$ cat config.mk
export PLATFORM = sky130hd
export DESIGN_NAME = ldl_rr_pri_pkt
export DESIGN_NICKNAME = d
export VERILOG_FILES = /design/src/rtl/ldl_rr_pri_pkt.sv
export SDC_FILE = /design/constraint.sdc
export NUM_CORES = 1
export LEC_CHECK = 0
export CAP_MARGIN = 25
export CORE_MARGIN = 2
export CORE_UTILIZATION = 63
export CTS_CLUSTER_SIZE = 30
export DETAILED_ROUTE_END_ITERATION = 10
export PLACE_DENSITY = 0.85
export SLEW_MARGIN = 15
export SYNTH_ARGS = -nofsm -noshare
export SYNTH_HDL_FRONTEND = slang
export SYNTH_SLANG_ARGS = --single-unit
$ cat constraint.sdc
create_clock -name clk -period 26.7 [get_ports clk]
set_input_delay 4.005 -clock clk [delete_from_list [all_inputs] [get_ports clk]]
set_output_delay 4.005 -clock clk [all_outputs]
set_load 0.01 [all_outputs]
$ cat src/rtl/ldl_rr_pri_pkt.sv
// Multi-class round-robin arbiter with packet locking and starvation aging.
// Outputs are combinational from registered state and inputs (zero latency).
module ldl_rr_pri_pkt #(
  parameter  int unsigned BIN_WIDTH = 3,
  parameter  int unsigned COS_WIDTH = 2,
  parameter  int unsigned AGE_MAX   = 4,
  localparam int unsigned REQ_WIDTH = 1 << BIN_WIDTH
) (
  input  logic                                clk,
  input  logic                                rst,
  input  logic [REQ_WIDTH-1:0]                req,
  input  logic [REQ_WIDTH-1:0][COS_WIDTH-1:0] icos,
  input  logic [REQ_WIDTH-1:0]                last,
  input  logic                                ready,
  output logic                                valid,
  output logic [BIN_WIDTH-1:0]                bin,
  output logic [COS_WIDTH-1:0]                ocos,
  output logic                                promo,
  output logic [REQ_WIDTH-1:0]                ack
);

  localparam int unsigned COS_NUM = 1 << COS_WIDTH;
  localparam int unsigned AGE_W   = (AGE_MAX < 2) ? 1 : $clog2(AGE_MAX + 1);

  typedef enum logic {ARB, LOCK} state_t;

  state_t                                 state_q, state_d;
  logic [COS_NUM-1:0][BIN_WIDTH-1:0]      ptr_q, ptr_d;
  logic [REQ_WIDTH-1:0][AGE_W-1:0]        age_q, age_d;
  logic [BIN_WIDTH-1:0]                   lidx_q, lidx_d;
  logic [COS_WIDTH-1:0]                   lcos_q, lcos_d;
  logic [COS_WIDTH-1:0]                   lecos_q, lecos_d;
  logic                                   lpromo_q, lpromo_d;

  logic [REQ_WIDTH-1:0][COS_WIDTH-1:0]    ecos;
  logic [COS_WIDTH-1:0]                   maxc;
  logic [COS_WIDTH-1:0]                   use_cls;
  logic [BIN_WIDTH-1:0]                   arb_win;
  logic [BIN_WIDTH-1:0]                   idx;
  logic                                   arb_found;
  logic                                   xfer;
  logic                                   pkt_end;

  always_ff @(posedge clk or negedge rst) begin
    if (!rst) begin
      state_q  <= ARB;
      ptr_q    <= '0;
      age_q    <= '0;
      lidx_q   <= '0;
      lcos_q   <= '0;
      lecos_q  <= '0;
      lpromo_q <= 1'b0;
    end else begin
      state_q  <= state_d;
      ptr_q    <= ptr_d;
      age_q    <= age_d;
      lidx_q   <= lidx_d;
      lcos_q   <= lcos_d;
      lecos_q  <= lecos_d;
      lpromo_q <= lpromo_d;
    end
  end

  always_comb begin
    ecos      = icos;
    maxc      = '0;
    use_cls   = '0;
    arb_win   = '0;
    idx       = '0;
    arb_found = 1'b0;
    valid     = 1'b0;
    bin       = '0;
    ocos      = '0;
    promo     = 1'b0;
    state_d   = state_q;
    ptr_d     = ptr_q;
    age_d     = age_q;
    lidx_d    = lidx_q;
    lcos_d    = lcos_q;
    lecos_d   = lecos_q;
    lpromo_d  = lpromo_q;

    // A waiter that has sat out AGE_MAX packets competes at the top class
    for (int i = 0; i < int'(REQ_WIDTH); i++) begin
      if (AGE_MAX != 0 && age_q[i] == AGE_W'(AGE_MAX)) ecos[i] = '1;
    end
    for (int i = 0; i < int'(REQ_WIDTH); i++) begin
      if (req[i] && ecos[i] > maxc) maxc = ecos[i];
    end
    // Rotating search from the pointer of the winning class
    for (int k = 0; k < int'(REQ_WIDTH); k++) begin
      idx = ptr_q[maxc] + BIN_WIDTH'(k);
      if (!arb_found && req[idx] && ecos[idx] == maxc) begin
        arb_found = 1'b1;
        arb_win   = idx;
      end
    end

    if (rst) begin
      if (state_q == LOCK) begin
        valid   = req[lidx_q];
        bin     = lidx_q;
        ocos    = lcos_q;
        promo   = lpromo_q;
        use_cls = lecos_q;
      end else if (|req) begin
        valid   = 1'b1;
        bin     = arb_win;
        ocos    = icos[arb_win];
        promo   = (ecos[arb_win] != icos[arb_win]);
        use_cls = maxc;
      end
    end

    xfer    = valid & ready;
    pkt_end = xfer & last[bin];
    ack     = xfer ? (REQ_WIDTH'(1) << bin) : '0;

    for (int i = 0; i < int'(REQ_WIDTH); i++) begin
      if (!req[i]) begin
        age_d[i] = '0;
      end else if (pkt_end) begin
        if (BIN_WIDTH'(i) == bin) age_d[i] = '0;
        else if (age_q[i] < AGE_W'(AGE_MAX)) age_d[i] = age_q[i] + AGE_W'(1);
      end
    end

    if (pkt_end) begin
      ptr_d[use_cls] = bin + BIN_WIDTH'(1);
      state_d        = ARB;
    end else if (xfer && state_q == ARB) begin
      state_d  = LOCK;
      lidx_d   = bin;
      lcos_d   = icos[bin];
      lecos_d  = maxc;
      lpromo_d = promo;
    end
  end

endmodule
After elaboration in Yosys (flattened, before gate mapping):

Cells that the tools add are included.

* ROM bits: 0
* RAM bits: 0
* output and inout port bits: 15
* logic and storage cells: 280
* input port bits: 35
* memories kept: 0
* latch bits: 0
* bits in registers: 45

* add/subtract/negate cells: 16
* shift-type cells: 1
* multiplexer cells: 128
* eq/ne operators: 40
* $lt $le $gt $ge: 30
* divide/modulo/power cells: 0
* reductions and logical operators: 44
* bitwise operators: 4
* multipliers: 0

Operators with widths (count)
* $mux W3: 45
* $bmux W2 S3: 11
* $mux W2: 33
* $lt A3 B4 Y1 const B: 11
* $add A3 B1 Y3 const B: 10
* $bmux W1 S3: 10
* $logic_and A1 B1 Y1: 25
* $mux W1: 25
* $eq A3 B3 Y1 const B: 8
* $lt A3 B3 Y1 const B: 8
* $ne A3 B1 Y1 const B: 8
* $reduce_and A2 Y1: 9
* $eq A2 B2 Y1: 8
* $ne A2 B1 Y1 const B: 8
* $gt A2 B2 Y1: 7
* $add A3 B3 Y3 const B: 4
* $bwmux W12: 1
* $eq A3 B3 Y1 const A: 4
* $mux W8: 1
* $reduce_or A8 Y1: 1
* $shl A1 B3 Y8 const A: 1
* $logic_not A1 Y1: 7
* $add A3 B2 Y3 const B: 2
* $bmux W3 S2: 1
* other kinds (11): 15

Depth between registers and ports, before layout:

* word-level depth: 69
* depth in mapped cells: 42
* gate-level depth less buffers: 38

Worst setup path after synthesis:

No wires, ideal clock.

* path type: input to output
* start point: input port icos[1] (netlist bit)
* end point: output port promo
* stages: 36
* data required time: 22.695 ns
* slack: 10.669 ns
* buffers on the path: 4
* arrival: 12.026 ns
* cell sequence: a21oi_2 > nand2b_1 > buf_2 > ha_1 > nor2b_1 > o211a_1 > o21a_1 > a221o_1 > a2bb2oi_2 > o22ai_1 > a21oi_1 > ha_1 > nor2b_1 > o211ai_1 > nand2_1 > o31ai_1 > buf_2 > nor2_1 > mux2_2 > nor2_2 > clkinv_1 > ha_1 > xnor2_4 > buf_6 > mux4_2 > xnor2_2 > nor2_1 > o311a_1 > o21a_1 > nor2_2 > buf_2 > nor3b_1 > a2111oi_0 > nand2_1 > o22ai_1 > o21a_1

* longest elaborated chain between the ends: 66
* elaborated cells on any way between the ends: 119
* those cells by class: add/sub: 7; order compare: 8; eq/ne: 9; mux: 65; reduce/logical: 30

RTL lines
* start: declaration: line 12 `input logic [REQ_WIDTH-1:0][COS_WIDTH-1:0] icos,`
* parallel branches: the longest is 62 deep, another holds $gt A2 B1 Y1
* $ne A2 B2 Y1 *: line 110 `promo = (ecos[arb_win] != icos[arb_win]);`
* $mux W1 *: line 106 `end else if (|req) begin`
* $mux W1 *: line 100 `if (state_q == LOCK) begin`
* $mux W1 *: line 99 `if (rst) begin`
* end: declaration: line 18 `output logic promo,`

Mark *: on every way between the ends. The select of a mux whose other input is x is not followed.

Final worst setup path:

* start point: input port req[0]
* end point: output port promo

* longest elaborated chain between the ends: 64
* elaborated cells on any way between the ends: 118
* those cells by class: add/sub: 7; order compare: 7; eq/ne: 9; mux: 64; reduce/logical: 31

RTL lines
* start: declaration: line 11 `input logic [REQ_WIDTH-1:0] req,`
* parallel branches: the longest is 61 deep, another holds $gt A2 B2 Y1
* $mux W1 *: line 106
* $mux W1 *: line 100
* $mux W1 *: line 99

Marked as above.

==> results_dict.tcl <==
set metrics [dict create \
    async_flop_share_pct 100.0 \
    areaGrowthSynthToFinish_pct 10.68 \
    die_area_mm2 0.01064 \
    wl_per_cell_um 22.29 \
    regToRegStartpoint "age_q[0]" \
    synth_cell_type_count 84 \
    max_slew.worst_pin.slew_ps 1045 \
    synth_top_area_share_pct 18.18 \
    grt_overflow 0 \
    p_per_area_mw_per_mm2 147.8 \
    drv_slew 0 \
    syn_nets 805 \
    syn_inst 742 \
    r2r_cells 37 \
    vias_per_cell 7.155 \
    htree_levels 2 \
    clk_pin_slew_ps 120 \
    holdWs_ps 531.6 \
    netlist_area_mm2 0.006195 \
    vias 6418 \
    drive_gt1_share_pct 13.09 \
    max_stage_delay_ps 810 \
    synth-seq-cells 45 \
    antenna_found_initial 0 \
    start_util_pct 64.27 \
    clkLatencyLatePin_ps 330 \
    period_share_pct 73.22 \
    cts.sink_count 45 \
    cts-buffers-inserted 5 \
    ys_seq_area_share_pct 18.18 \
    dieWidth_um 103.2 \
    fin_skew_ps 23.32 \
    worst_slack_ps 7149 \
    grt_pass1_wl_mm 31.31 \
    static-leakage-power_nw 2.866 \
    die_h_um 103.2 \
    setup_violations 0 \
    cpMaxStageDelayCell "o31a_1" \
    min_path_type "flop to flop" \
    crit_type "primary input to primary output" \
    yosysWarnings 0 \
    cpLargestDelayFamily "compound AO/OA/AOI/OAI gates" \
    numPortBuffers 49 \
    setup_tns_ps 0 \
    vdd_drop_max_mv 0.08918 \
    crit_buf_inv 3 \
    drtIter0Drc 696 \
    syn_avg_cell_area_um2 8.349 \
    core-area_mm2 0.009639 \
    ant_nets 0 \
    hpwl_mm 15.08 \
    final_util_pct 71.13 \
    fmax_ghz 0.05115 \
    drt-total-wl_mm 19.99 \
    num_io_pins 50 \
    maxCapViolCount 0 \
    drc 0 \
    status "complete, no violations" \
    critical_path.max_fanout 23 \
    rsz0062_at_grt "no" \
    cp-end-kind "primary output" \
    cts_tree "built" \
    synth_edf_count 0 \
    worstPathArrival_ps 15550 \
    ys_dominant_reg_cell "dfrtp_1" \
    post_cts_buffers 0 \
    critical_path.startpoint "req[0]" \
    synth.area.top_cells "dfrtp_1 18%, mux2i_1 12%, ha_1 5.7%" \
    gp_congestion 0.9755 \
    diodes 0 \
    regToRegSetupSlack_ps 14660 \
    period_needed_ps 19550 \
    cts-resized-gates 0 \
    grt_usage_pct 38.14 \
    grt_pass1_vias 5870 \
    worstHoldStart "lpromo_q" \
    cts_root_buf "clkbuf_8" \
    maxSlewHeadroom_pct 30.26 \
    worst_ep_required_time_ps 22690 \
    hold_depth 1 \
    cts_hold_buf 0 \
    cp_num_cells 35 \
    rows 36 \
    fin_nets 826 \
    yosys.area.top_type "dfrtp_1" \
    hold_viol_final 0 \
    dr.pass1.iters 6 \
    cts.path.max_buffers 2 \
    start_kind "primary input" \
    grt_max_degree 61 \
    post-place-ws_ps 7371 \
]
-- Yosys cell counts (6+ instances only) --
master	instances
nand3_1	18
or3_1	7
dfrtp_1	45
inv_1	44
xnor2_1	8
a21oi_1	49
o32ai_1	6
a32oi_1	10
o211a_1	6
and2_1	15
nor3_1	11
o221ai_1	10
nand4b_1	6
a211oi_1	10
a21o_1	9
buf_2	12
a221oi_1	11
o22ai_1	16
o21ai_0	14
nand2_1	69
mux4_2	9
clkbuf_1	21
o221a_2	8
nand2b_1	10
o211ai_1	8
mux2i_1	72
mux2_2	26
nand4_1	6
ha_1	28
nor2b_1	13
and3_1	10
a31oi_1	6
nor2_1	43
-- sequential cells by signal, summed over array words and instances, names as in the netlist --
| name | count |
|---|---|
| age_q | 24 |
| lcos_q | 2 |
| lecos_q | 2 |
| lidx_q | 3 |
| lpromo_q | 1 |
| ptr_q | 12 |
| state_q | 1 |
-- area by class of cell --
cell class | count | area (um^2)
clock buffers | 5 | 68.82
clock inverters | 3 | 50.05
multi-input cells | 604 | 4687
repair buffers | 59 | 575.6
fillers | 784 | 2783
inverters | 48 | 182.7
well taps | 133 | 166.4
flip-flops and latches | 45 | 1126
-- worst paths after layout --
path | endpoint
max in group asynchronous | ptr_q[10]
setup reg to reg | age_q[14]
setup / recovery | promo
hold / removal | lpromo_q
min in group asynchronous | age_q[18]
hold reg to reg | lpromo_q
-- cell families (layout without fill, tap and decap cells) --
family,count (synthesis),in the layout,share of synthesized area [%]
buf+inv,93,115,6.706
mux,112,112,20.54
flops,45,45,18.18
xor+xnor,12,12,2.363
simple gates,229,229,18.78
compound gates,223,223,27.77
fa+ha+maj,28,28,5.655
-- routing by layer --
| layer | global-route usage, % | vias up | wire [um] |
|---|---|---|---|
| li1 | - | 2864 | - |
| met2 | 60.09 | 422 | 8832 |
| met5 | 0 | - | 0 |
| met1 | 52.06 | 3035 | 7912 |
| met4 | 13.56 | 0 | 973 |
| met3 | 7.729 | 97 | 2275 |
-- cell usage in the layout (no fill, tap or decap), types with 4 or more instances in the layout --
master           count
a21oi_1             49
mux2_1               5
nand3_1             18
a31o_2               4
a31oi_1              6
nand4_1              6
o221ai_1            10
a22oi_1              5
mux4_2               9
xnor2_1              8
and3_1              10
dfrtp_1             45
o211a_1              6
mux2i_1             72
nand2_1             69
ha_1                28
o221a_2              8
nor3_1              11
inv_1               44
nor2_1              43
a211oi_1            10
o22ai_1             14
a32oi_1             10
clkbuf_8             5
buf_4                8
o211ai_1             8
o21ai_0             14
nor3b_1              5
nand2b_1            10
nand4b_1             6
mux2_2              26
clkdlybuf4s50_1     48
a221oi_1            11
or3_1                7
and2_1              15
nor2b_1             13
a21o_1               9
o21a_1               5
o32ai_1              6
-- power breakdown --
group	total [mW]	switching, mW	leakage [nW]	internal, mW
Combinational	0.850	0.496	2.22	0.354
Clock	0.0579	0.0291	0.0603	0.0288
Sequential	0.105	0.0190	0.591	0.0861
Total	1.01	0.545	2.87	0.469
-- stage by stage --
stage                     area (um^2)  cells  power [mW]
after floorplan                  6195    742      0.7505
after global placement           6708    887      0.9122
after detailed placement         6723    888      0.9279
after CTS                        6842    896      0.9888
after global routing             6857    897       1.075
final                            6857    897       1.014
Power figures use the tool's default switching activity.
